`src/rtl/execute_cycle.sv`:
```
// Execute stage: operand forwarding, ALU, beq resolution, branch target,
// iterative shift-add multiplier and the EX/MEM pipeline register.
//
// Ports:
//   clk, rst (async, active-low)
//   ID/EX in : ValidE, FlushE, RegWriteE, ALUSrcE, MemWriteE, ResultSrcE,
//              BranchE, ALUControlE, RD1_E, RD2_E, Imm_Ext_E, RD_E, PCE,
//              PCPlus4E
//   Forwarding: ForwardAE, ForwardBE, ResultW (ALUResultM is fed back)
//   To fetch/hazard: PCSrcE, PCTargetE, StallE
//   EX/MEM out: ValidM, RegWriteM, MemWriteM, ResultSrcM, RD_M,
//               ALUResultM, WriteDataM, PCPlus4M
module execute_cycle #(
    parameter int MUL_BITS   = 4,
    parameter bit ENABLE_MUL = 1'b1
) (
    input  logic        clk,
    input  logic        rst,
    input  logic        ValidE,
    input  logic        FlushE,
    input  logic        RegWriteE,
    input  logic        ALUSrcE,
    input  logic        MemWriteE,
    input  logic        ResultSrcE,
    input  logic        BranchE,
    input  logic [2:0]  ALUControlE,
    input  logic [31:0] RD1_E,
    input  logic [31:0] RD2_E,
    input  logic [31:0] Imm_Ext_E,
    input  logic [4:0]  RD_E,
    input  logic [31:0] PCE,
    input  logic [31:0] PCPlus4E,
    input  logic [1:0]  ForwardAE,
    input  logic [1:0]  ForwardBE,
    input  logic [31:0] ResultW,
    output logic        PCSrcE,
    output logic [31:0] PCTargetE,
    output logic        StallE,
    output logic        ValidM,
    output logic        RegWriteM,
    output logic        MemWriteM,
    output logic        ResultSrcM,
    output logic [4:0]  RD_M,
    output logic [31:0] ALUResultM,
    output logic [31:0] WriteDataM,
    output logic [31:0] PCPlus4M
);

    localparam int         N    = 32 / MUL_BITS;
    localparam logic [5:0] LAST = 6'(N - 1);

    typedef enum logic [1:0] {
        S_IDLE,
        S_BUSY,
        S_DONE
    } state_t;

    state_t      state_q, state_d;
    logic [31:0] mcand_q, mcand_d;
    logic [31:0] mplier_q, mplier_d;
    logic [31:0] prod_q, prod_d;
    logic [5:0]  cnt_q, cnt_d;
    logic        stall;

    logic [31:0] src_a, fwd_b, src_b;
    logic [31:0] alu_res, ex_res, partial;
    logic        zero, mul_op, mul_start;

    logic        valid_q, regw_q, memw_q, rsrc_q;
    logic [4:0]  rd_q;
    logic [31:0] res_q, wdata_q, pc4_q;

    function automatic logic [31:0] fwd(
        input logic [31:0] rd,
        input logic [1:0]  sel,
        input logic [31:0] w,
        input logic [31:0] m
    );
        logic [31:0] v;
        case (sel)
            2'b01:   v = w;
            2'b10:   v = m;
            default: v = rd;
        endcase
        return v;
    endfunction

    assign src_a = fwd(RD1_E, ForwardAE, ResultW, res_q);
    assign fwd_b = fwd(RD2_E, ForwardBE, ResultW, res_q);
    assign src_b = ALUSrcE ? Imm_Ext_E : fwd_b;

    // Opcode 111 yields 0 here; the product is delivered by the FSM in DONE.
    always_comb begin
        alu_res = '0;
        unique case (ALUControlE)
            3'b000:  alu_res = src_a + src_b;
            3'b001:  alu_res = src_a - src_b;
            3'b010:  alu_res = src_a & src_b;
            3'b011:  alu_res = src_a | src_b;
            3'b100:  alu_res = src_a ^ src_b;
            3'b101:  alu_res = {31'b0, $signed(src_a) < $signed(src_b)};
            default: alu_res = '0;
        endcase
    end

    assign mul_op    = (ALUControlE == 3'b111);
    assign zero      = (alu_res == 32'd0);
    assign PCSrcE    = ValidE & BranchE & zero & ~FlushE & ~mul_op;
    assign PCTargetE = PCE + Imm_Ext_E;
    assign mul_start = ENABLE_MUL && ValidE && mul_op && !FlushE;

    // Shift-add partial product for the low MUL_BITS multiplier bits.
    always_comb begin
        partial = '0;
        for (int i = 0; i < MUL_BITS; i++) begin
            if (mplier_q[i]) partial = partial + (mcand_q << i);
        end
    end

    always_comb begin
        state_d  = state_q;
        mcand_d  = mcand_q;
        mplier_d = mplier_q;
        prod_d   = prod_q;
        cnt_d    = cnt_q;
        stall    = 1'b0;
        unique case (state_q)
            S_IDLE: begin
                if (mul_start) begin
                    state_d  = S_BUSY;
                    mcand_d  = src_a;
                    mplier_d = src_b;
                    prod_d   = '0;
                    cnt_d    = '0;
                    stall    = 1'b1;
                end
            end
            S_BUSY: begin
                stall    = 1'b1;
                prod_d   = prod_q + partial;
                mcand_d  = mcand_q << MUL_BITS;
                mplier_d = mplier_q >> MUL_BITS;
                cnt_d    = cnt_q + 6'd1;
                if (cnt_q == LAST) state_d = S_DONE;
            end
            S_DONE: state_d = S_IDLE;
            default: state_d = S_IDLE;
        endcase
        // A kill aborts any multiply and releases the front end at once.
        if (FlushE || !ENABLE_MUL) begin
            state_d = S_IDLE;
            stall   = 1'b0;
        end
    end

    assign StallE = stall & rst;
    assign ex_res = (state_q == S_DONE) ? prod_q : alu_res;

    always_ff @(posedge clk or negedge rst) begin
        if (!rst) begin
            state_q  <= S_IDLE;
            mcand_q  <= '0;
            mplier_q <= '0;
            prod_q   <= '0;
            cnt_q    <= '0;
        end else begin
            state_q  <= state_d;
            mcand_q  <= mcand_d;
            mplier_q <= mplier_d;
            prod_q   <= prod_d;
            cnt_q    <= cnt_d;
        end
    end

    always_ff @(posedge clk or negedge rst) begin
        if (!rst) begin
            valid_q <= 1'b0;
            regw_q  <= 1'b0;
            memw_q  <= 1'b0;
            rsrc_q  <= 1'b0;
            rd_q    <= '0;
            res_q   <= '0;
            wdata_q <= '0;
            pc4_q   <= '0;
        end else if (FlushE || stall) begin
            valid_q <= 1'b0;
            regw_q  <= 1'b0;
            memw_q  <= 1'b0;
            rsrc_q  <= 1'b0;
            rd_q    <= '0;
            res_q   <= '0;
            wdata_q <= '0;
            pc4_q   <= '0;
        end else begin
            valid_q <= ValidE;
            regw_q  <= RegWriteE & ValidE;
            memw_q  <= MemWriteE & ValidE;
            rsrc_q  <= ResultSrcE;
            rd_q    <= RD_E;
            res_q   <= ex_res;
            wdata_q <= fwd_b;
            pc4_q   <= PCPlus4E;
        end
    end

    assign ValidM     = valid_q;
    assign RegWriteM  = regw_q;
    assign MemWriteM  = memw_q;
    assign ResultSrcM = rsrc_q;
    assign RD_M       = rd_q;
    assign ALUResultM = res_q;
    assign WriteDataM = wdata_q;
    assign PCPlus4M   = pc4_q;

endmodule

```
`config.mk`:
```
export PLATFORM = sky130hd
export DESIGN_NAME = execute_cycle
export DESIGN_NICKNAME = d
export VERILOG_FILES = /design/src/rtl/execute_cycle.sv
export SDC_FILE = /design/constraint.sdc
export NUM_CORES = 1
export LEC_CHECK = 0
export ABC_CLOCK_PERIOD_IN_PS = 9400
export CAP_MARGIN = 25
export CORE_UTILIZATION = 40
export CTS_BUF_LIST = sky130_fd_sc_hd__clkbuf_4
export DETAILED_ROUTE_END_ITERATION = 6
export REMOVE_ABC_BUFFERS = 1
export SYNTH_ARGS = -nofsm -noshare
export SYNTH_HDL_FRONTEND = slang
export SYNTH_SLANG_ARGS = --single-unit
```
`constraint.sdc`:
```
create_clock -name clk -period 9.4 [get_ports clk]
set_input_delay 1.88 -clock clk [delete_from_list [all_inputs] [get_ports clk]]
set_output_delay 1.88 -clock clk [all_outputs]
set_load 0.05 [all_outputs]
```
### Word-level counts from Yosys, hierarchy flattened

Index checks and enable logic that the tools add are counted.

* add/subtract/negate cells: 8
* magnitude comparators: 1
* equality and inequality tests: 16
* multiplexer cells: 32
* bitwise operators: 12
* reductions and logical operators: 10

Operator list (number)
* 32-bit 2-to-1 mux: 12
* 32-bit case mux with 2 select lines: 5
* 32-bit adder: 6
* 32-bit case mux with 6 select lines: 1
* 32-bit AND: 1
* 32-bit logical NOT: 1
* 32-bit less-than comparator: 1
* 32-bit OR: 1
* 32-bit subtractor: 1
* 32-bit bitwise XOR: 1
* 6-bit case mux with 2 select lines: 1
* 3-bit equality test, second input constant: 3
* 1-bit AND: 7
* 6-bit by 1-bit adder with 6-bit output, second input constant: 1
* 2-bit by 1-bit equality test with 1-bit output, second input constant: 3
* 2-bit equality test, second input constant: 3
* 3-bit by 2-bit equality test with 1-bit output, second input constant: 2
* 6-bit by 3-bit equality test with 1-bit output, second input constant: 1
* 1-bit 2-to-1 mux: 6
* 2-bit 2-to-1 mux: 3
* 6-bit 2-to-1 mux: 1
* 3-bit inequality test, second input constant: 2
* 5-bit 2-to-1 mux: 1
* 2-bit case mux with 2 select lines: 1
* 11 further kinds: 14

* bits in registers: 209
* input bits: 213
* logic and storage cells: 92

### Depth between registers and ports, before layout

Gate-level depths: netlist (run 1).

* depth in word-level cells: 9
* gate-level depth with buffers: 52
* depth with buffers taken out: 48

### Worst setup path before layout (run 1)

No wires, ideal clock.

* path kind: reg-to-reg
* from: register mplier_q[0]
* to: register prod_q[31]
* library setup time: 0.134 ns
* data arrival time: 8.647 ns
* data required time: 9.266 ns
* path slack: 0.620 ns
* stages on the path, launching flop included: 49
* period minus slack after synthesis: 8.780 ns
* cells stage by stage: dfrtp_1 buf_2 clkbuf_1 clkbuf_1 clkbuf_1 nand2_1 inv_1 ha_1 a21o_1 o21ai_0 a31oi_1 a32o_1 a21oi_1 o21ai_0 a41oi_1 xnor2_1 mux2_2 ha_1 [13 not listed] a2bb2oi_1 o21ai_0 a311oi_1 o21ai_1 a21o_1 a21o_1 a21o_1 a21oi_1 xnor2_1 mux2_2 ha_1 nand3_1 nor2_1 nand4_1 o21ai_0 xnor2_1 xnor2_1 o21ai_0

* longest elaborated chain between the ends: 9

Ends and longest elaborated chain
* start, declared: RTL line 60 `logic [31:0] mplier_q, mplier_d;`
* start signal, assigned: RTL line 169 `mplier_q <= mplier_d;`
* 32-bit 2-to-1 mux (*): RTL line 116 `if (mplier_q[i]) partial = partial + (mcand_q << i);`
* 32-bit adder: RTL line 116
* 32-bit 2-to-1 mux (*): RTL line 116
* 32-bit adder: RTL line 116
* 32-bit 2-to-1 mux (*): RTL line 116
* 32-bit adder: RTL line 116
* 32-bit 2-to-1 mux (*): RTL line 116
* 32-bit adder (*): RTL line 140 `prod_d = prod_q + partial;`
* 32-bit case mux with 2 select lines (*): RTL line 127 `unique case (state_q)`
* end signal, assigned: RTL line 170 `prod_q <= prod_d;`
* end, declared: RTL line 61 `logic [31:0] prod_q, prod_d;`

Mark *: on every way between the ends. The rest lies on a longest branch, timed or not.
A chain may end at the register's enable or synchronous reset.

### Worst setup path after layout (run 1)

* from: input ForwardBE[1]
* to: output PCSrcE

* longest elaborated chain between the ends: 9

Ends and longest elaborated chain
* start, declared: RTL line 34 `input logic [1:0] ForwardBE,`
* 2-bit equality test or 2-bit by 1-bit equality test with 1-bit output (tied branches): RTL line 80 `case (sel)`
* 32-bit case mux with 2 select lines (*): RTL line 80
* 32-bit 2-to-1 mux (*): RTL line 90 `assign src_b = ALUSrcE ? Imm_Ext_E : fwd_b;`
* 32-bit subtractor, or another cell as far along: RTL line 97 `3'b001: alu_res = src_a - src_b;`
* 32-bit case mux with 6 select lines (*): RTL line 95 `unique case (ALUControlE)`
* 32-bit logical NOT (*): RTL line 107 `assign zero = (alu_res == 32'd0);`
* 1-bit AND (*) (3 in a row): RTL line 108 `assign PCSrcE = ValidE & BranchE & zero & ~FlushE & ~mul_op;`
* end, declared: RTL line 36 `output logic PCSrcE,`

Marked as above.

==> results.cfg, run 1 <==
[yosys]
synthFlopType = dfrtp_1
synth_top_area_share_pct = 23.2
ys_types = 92
yosysWarningCount = 0
yosys.area.top_type = dfrtp_1
synth_area_leaders = dfrtp_1 (23%), ha_1 (14%), a21oi_1 (6.0%)
ys_seq_elements = 209
synth_edf_count = 0
synth-async-reset-ratio_pct = 100
syn_area_per_cell_um2 = 7.77
syn_area_um2 = 22500
synthCells = 2899
yosysSeqAreaShare_pct = 23.2

[floorplanning]
dieArea_um2 = 57300
rows = 86
num_io_pins = 352
core_um2 = 55400
initial_core_util_pct = 40.6
die_h_um = 239
die_w_um = 239

[critical_path]
crit_path_frequent_cell = buf_4
cp.required_ns = 7.52
critical-path-top-delay-family = compound AO/OA/AOI/OAI gates
cp-start-kind = primary input
cp_slowest_cell = clkdlybuf4s50_1
crit_buf_inv = 6
end_kind = primary output
path_max_fanout = 5
arrival_ns = 7.31
cp_cell_sequence = clkdlybuf4s50_1 -> inv_1 -> ha_2 -> buf_4 -> a22oi_1 -> nor2_1 -> a21oi_1 -> nor2_1 -> a21oi_2 -> ha_1 -> o21ai_1 -> a21oi_4 -> o2111ai_4 -> a21oi_4 -> buf_4 -> a221o_1 -> a31oi_1 -> mux2i_1 -> xnor2_1 -> a21oi_1 -> nand4_1 -> nor4_4 -> buf_4 -> buf_12
r2r_setup_slack_ns = 0.58
cpPeakStageDelay_ns = 0.52
path_class = in -> out
r2r-end = prod_q[31]$_DFFE_PN0P_
timing.rr.start = mplier_q[0]$_DFFE_PN0P_
r2r_cells = 46

[cts]
cts_tree = yes
cts-root-buf = clkbuf_4
h-tree-depth = 2
clock_latency_ns = 0.81
cts_made_buffers = 56
path_clk_slew_ns = 0.06
cts_buffer_depth = 3
numClockSinks = 209
cts_hold_buf = 0

[routing]
wl_met3_mm = 5.86
routed_wl_mm = 96.5
top_layer_used = met5
firstDrtPassIters = 6
wire_per_inst_um = 22.9
via_per_inst = 5.85
met1_length_mm = 41.8
vias = 24600
drc_errors = 0
wl_met2_mm = 44.4
initialDrtViolationCount = 1877
ant_nets = 0

[power_and_ir_drop]
pwr-share-clk_pct = 14.2
p_int_mw = 2.97
p_leak_nw = 13.9
power.switching_mw = 2.70
seqPwrFrac_pct = 23.2
peakVddDrop_mv = 0.127
switching_share_pct = 47.6
comb_power_share_pct = 62.6
p_per_area_nw_per_um2 = 193

[place]
numPortBuffers = 351
placed_cells = 4107
dp_hpwl_mm = 76.5
place.gp.congestion = 1.03

[final_layout]
final_cell_mix = clkdlybuf4s50_1 (347), nor2_1 (287), buf_4 (261), a21oi_1 (256), nand2_1 (246)
final_common_cell = clkdlybuf4s50_1
instances_no_fill = 4205
drive_gt1_share_pct = 14.0
syn_to_final_growth_pct = 30.5
fin_nets = 3888

[global_routing]
grt_usage_pct = 32.9
grt_pass1_vias = 23700
grt_pass1_wl_mm = 144
grt_max_degree = 72
antenna_found_initial = 5
overflow = 0

[sta]
rsz0062_at_grt = yes
setup_viol = 0
fin_crit_ns = 9.19
hold_ws_ns = 0.493
tightest_slew_ns = 1.03
max_freq_mhz = 109
hold_viol = 0
relSlewSlack_pct = 30.4
post-route-period-util_pct = 97.8
drv_slew = 0
fin_skew_ns = 0.0534

[hold_path]
whs_endpoint = cnt_q[5]$_DFFE_PN0P_
hold_path_startpoint = cnt_q[5]$_DFFE_PN0P_
min_path_type = reg -> reg
holdPathStages = 1

[flow_run]
max-cap-violations = 0

[status]
status = complete, no violations
## metal layers
| layer | global-route usage [%] | vias to the layer above |
|---|---|---|
| met3 | 4.34 | 210 |
| met4 | 14.5 | 2 |
| met2 | 54.2 | 988 |
| met5 | 0 | - |
| met1 | 42.9 | 11800 |
| li1 | - | 11600 |
## layout make-up
cell class,count,area (µm²)
clock inverters,10,42.5
fillers,5395,26000
diodes,2,5.00
clock buffers,84,631
well taps,748,936
repair buffers,616,5550
flip-flops and latches,209,5230
inverters,174,653
multi-input cells,2362,16300
## worst register-to-register path: cells and delay by family (launching register included)
family,cells,cell delay [ns]
mux,3,0.86
fa+ha+maj,4,1.20
flops,1,0.41
xor+xnor,5,0.47
simple gates,8,0.92
compound gates,23,4.48
buf+inv,3,0.34
## sequential cells by signal, indices dropped and copies added, names as in the netlist
register    flops
ALUResultM     32
MemWriteM       1
PCPlus4M       32
RD_M            5
RegWriteM       1
ResultSrcM      1
ValidM          1
WriteDataM     32
cnt_q           6
mcand_q        32
mplier_q       32
prod_q         32
state_q         2
## logic make-up (layout without fill, tap and decap cells)
family,Yosys count,after routing,share of synthesized area (%)
flops,209,209,23.2
compound gates,1044,1044,30.6
simple gates,856,856,17.6
buf+inv,328,884,5.54
mux,60,60,2.96
other cells,0,2,0
fa+ha+maj,257,257,14.5
xor+xnor,145,145,5.64
## through the flow
step	worst slack (ns)	power, mW	util (%)	cell area [µm²]	setup TNS, ns
CTS	0.0153	5.64	52.6	29200	0
finish	0.206	5.67	53.0	29400	0
global route	-0.0262	6.08	53.0	29400	-0.0262
floorplan	0.108	3.57	-	21900	0
global placement	-0.0647	4.72	51.3	28400	-0.0647
detailed placement	-0.133	4.79	51.3	28400	-0.133
## power by group through the flow
stage | Combinational, mW | Clock (mW) | Sequential [mW]
after global routing | 3.87 | 0.876 | 1.33
after global placement | 3.39 | 0 | 1.32
after detailed placement | 3.46 | 0 | 1.33
final | 3.55 | 0.808 | 1.32
after floorplan | 2.17 | 0 | 1.40
after CTS | 3.49 | 0.838 | 1.31
## worst max path at each step
stage	startpoint	to	cells past startpoint
finish	ForwardBE[1]	PCSrcE	24
detailed placement	ForwardBE[0]	PCSrcE	27
global placement	ForwardBE[0]	PCSrcE	27
global route	mplier_q[0]$_DFFE_PN0P_	prod_q[31]$_DFFE_PN0P_	45
CTS	ForwardBE[1]	PCSrcE	28
floorplan	ForwardBE[0]	PCSrcE	22
## synth_stat cells (all sizes together) (16+ instances only)
| cell type | count |
|---|---|
| a21oi | 276 |
| o21ai | 228 |
| nor2b | 34 |
| and3 | 18 |
| and2 | 59 |
| buf | 33 |
| nand2b | 26 |
| o31ai | 21 |
| o211ai | 26 |
| clkbuf | 121 |
| nand3 | 59 |
| a22oi | 122 |
| nand2 | 246 |
| xnor2 | 95 |
| nand4 | 26 |
| ha | 249 |
| o21bai | 38 |
| inv | 172 |
| nor4 | 16 |
| a211oi | 47 |
| nor3 | 40 |
| a21o | 97 |
| mux2i | 17 |
| o21a | 28 |
| nor2 | 289 |
| a31oi | 29 |
| dfrtp | 209 |
| mux2 | 42 |
| xor2 | 50 |
## timing repair
item	4_1_cts	5_1_grt
gates resized for setup	6	46
setup buffers	0	2
endpoints found under the setup margin	1	5
endpoints found under the hold margin	0	0
pin swaps	1	9
No activity file was read; power rests on OpenSTA's default activity.
==> inputs of run 2 (changes only) <==
--- a/config.mk
+++ b/config.mk
@@ -16 +16,2 @@
 export SYNTH_SLANG_ARGS = --single-unit
+export TNS_END_PERCENT = 20
--- a/constraint.sdc
+++ b/constraint.sdc
@@ -3,2 +3,2 @@
 set_output_delay 1.88 -clock clk [all_outputs]
-set_load 0.05 [all_outputs]
+set_load 0.01 [all_outputs]
==> run 2 against run 1 <==
Net effect: count of clock-buffer cells in the layout grew 5; routed wire length is 0.44% higher; power is 0.83% lower; sequential power about the same; worst setup slack gained 0.056 ns; die area unchanged; largest power group unchanged.
==> results.cfg, run 2 (synthesis results as in run 1) <==
[status]
status = complete, no violations

[place]
pre_cts_slack_ns = -0.468
numPortBuffers = 351
place.gp.congestion = 1.02
placed_cells = 4209
dp_hpwl_mm = 77.2
placed_area_um2 = 29200

[critical_path]
end_kind = primary output
crit_path_frequent_cell = buf_4
cp_cell_sequence = clkdlybuf4s50_1 -> inv_1 -> ha_2 -> buf_4 -> nand2_1 -> o21ai_0 -> ha_1 -> buf_4 -> inv_1 -> o31a_1 -> and3_2 -> buf_4 -> or2_2 -> buf_4 -> and3_1 -> a311oi_1 -> nand2_1 -> nor4_4 -> nand4_1 -> nor4_2 -> buf_4 -> nand4_1 -> nor4_2 -> buf_2
cp.required_ns = 7.52
critical-path-top-delay-family = simple AND/OR/NAND/NOR gates
arrival_ns = 7.26
crit_buf_inv = 9
cp-start-kind = primary input
cp_slowest_cell = ha_1
path_max_fanout = 11
path_class = in -> out
cpPeakStageDelay_ns = 0.56

[global_routing]
grt_usage_pct = 33.1
antenna_found_initial = 3
grt_pass1_vias = 24500
grt_pass1_wl_mm = 145
grt_max_degree = 65
overflow = 0

[routing]
ant_nets = 0
wire_per_inst_um = 22.4
routed_wl_mm = 96.9
initialDrtViolationCount = 1831
via_per_inst = 5.77
vias = 24900
firstDrtPassIters = 6
drc_errors = 0

[sta]
max_freq_mhz = 109
setup_ws_ns = 0.262
post-route-period-util_pct = 97.2
fin_skew_ns = 0.0674
hold_viol = 0
fin_setup_tns_ns = 0
setup_viol = 0
drv_slew = 0
tightest_slew_ns = 1.05
relSlewSlack_pct = 29.5
fin_crit_ns = 9.14

[cts]
numClockSinks = 209
path_clk_slew_ns = 0.06
cts_buffer_depth = 3
h-tree-depth = 2
cts_tree = yes
cts_hold_buf = 0
cts-root-buf = clkbuf_4
clock_latency_ns = 0.84
cts_made_buffers = 59

[final_layout]
instances_no_fill = 4319
final_cell_mix = buf_4 (365), clkdlybuf4s50_1 (347), nor2_1 (287), a21oi_1 (255), nand2_1 (246)
syn_to_final_growth_pct = 34.3
final_common_cell = buf_4
post-route-cell-area_um2 = 30200
fin_nets = 3995
drive_gt1_share_pct = 16.8

[power_and_ir_drop]
peakVddDrop_mv = 0.127
p_per_area_nw_per_um2 = 186
p_leak_nw = 14.5
power.total_mw = 5.63

[floorplanning]
num_io_pins = 352
initial_core_util_pct = 40.6
core_um2 = 55400
die_w_um = 239
dieArea_um2 = 57300
die_h_um = 239
rows = 86

[hold_path]
min_path_type = reg -> reg

[flow_run]
max-cap-violations = 0
-- run 2: worst paths after layout --
path,from,end,slack [ns],depth (start not counted)
setup / recovery,ForwardAE[0],PCSrcE,0.26,24
hold / removal,cnt_q[5]$_DFFE_PN0P_,cnt_q[5]$_DFFE_PN0P_,0.50,1
setup reg to reg,mplier_q[0]$_DFFE_PN0P_,prod_q[31]$_DFFE_PN0P_,0.48,46
hold reg to reg,cnt_q[5]$_DFFE_PN0P_,cnt_q[5]$_DFFE_PN0P_,0.50,1
max in group asynchronous,rst,mcand_q[1]$_DFFE_PN0P_,6.50,3
min in group asynchronous,rst,ALUResultM[18]$_DFF_PN0_,0.96,1
-- run 2: what timing repair did --
| item | in CTS | in global routing |
|---|---|---|
| buffers inserted | 0 | 4 |
| resized for setup | 12 | 46 |
| setup endpoints to repair | 1 | 5 |
| pin swaps | 1 | 13 |
-- run 2: layout make-up --
type	count	area, µm²
Clock buffer	89	668
Clock inverter	16	101
Multi-Input combinational cell	2362	16300
Fill cell	5273	25200
Antenna cell	1	2.50
Tap cell	748	936
Inverter	174	653
Sequential cell	209	5230
Timing Repair Buffer	720	6310
-- run 2: routing by layer --
| layer | GRT usage [%] | up-vias | wire length (µm) |
|---|---|---|---|
| li1 | - | 11800 | - |
| met1 | 41.3 | 11900 | 40400 |
| met2 | 55.3 | 1037 | 44800 |
| met3 | 5.22 | 232 | 6590 |
| met4 | 16.8 | 2 | 5150 |
| met5 | 0 | - | 9 |
-- run 2: through the flow --
| stage | hold slack [ns] | utilization, % |
|---|---|---|
| after floorplan | 0.459 | - |
| after global placement | 0.481 | 52.7 |
| after detailed placement | 0.497 | 52.7 |
| after CTS | 0.506 | 54.1 |
| after global routing | 0.523 | 54.6 |
| final | 0.504 | 54.6 |
-- run 2: power by group --
part           total (mW)  leakage, nW  switching, mW  internal [mW]
clock network       0.898        0.460          0.440          0.458
logic                3.42         11.3           1.87           1.55
registers            1.31         2.76          0.234           1.08
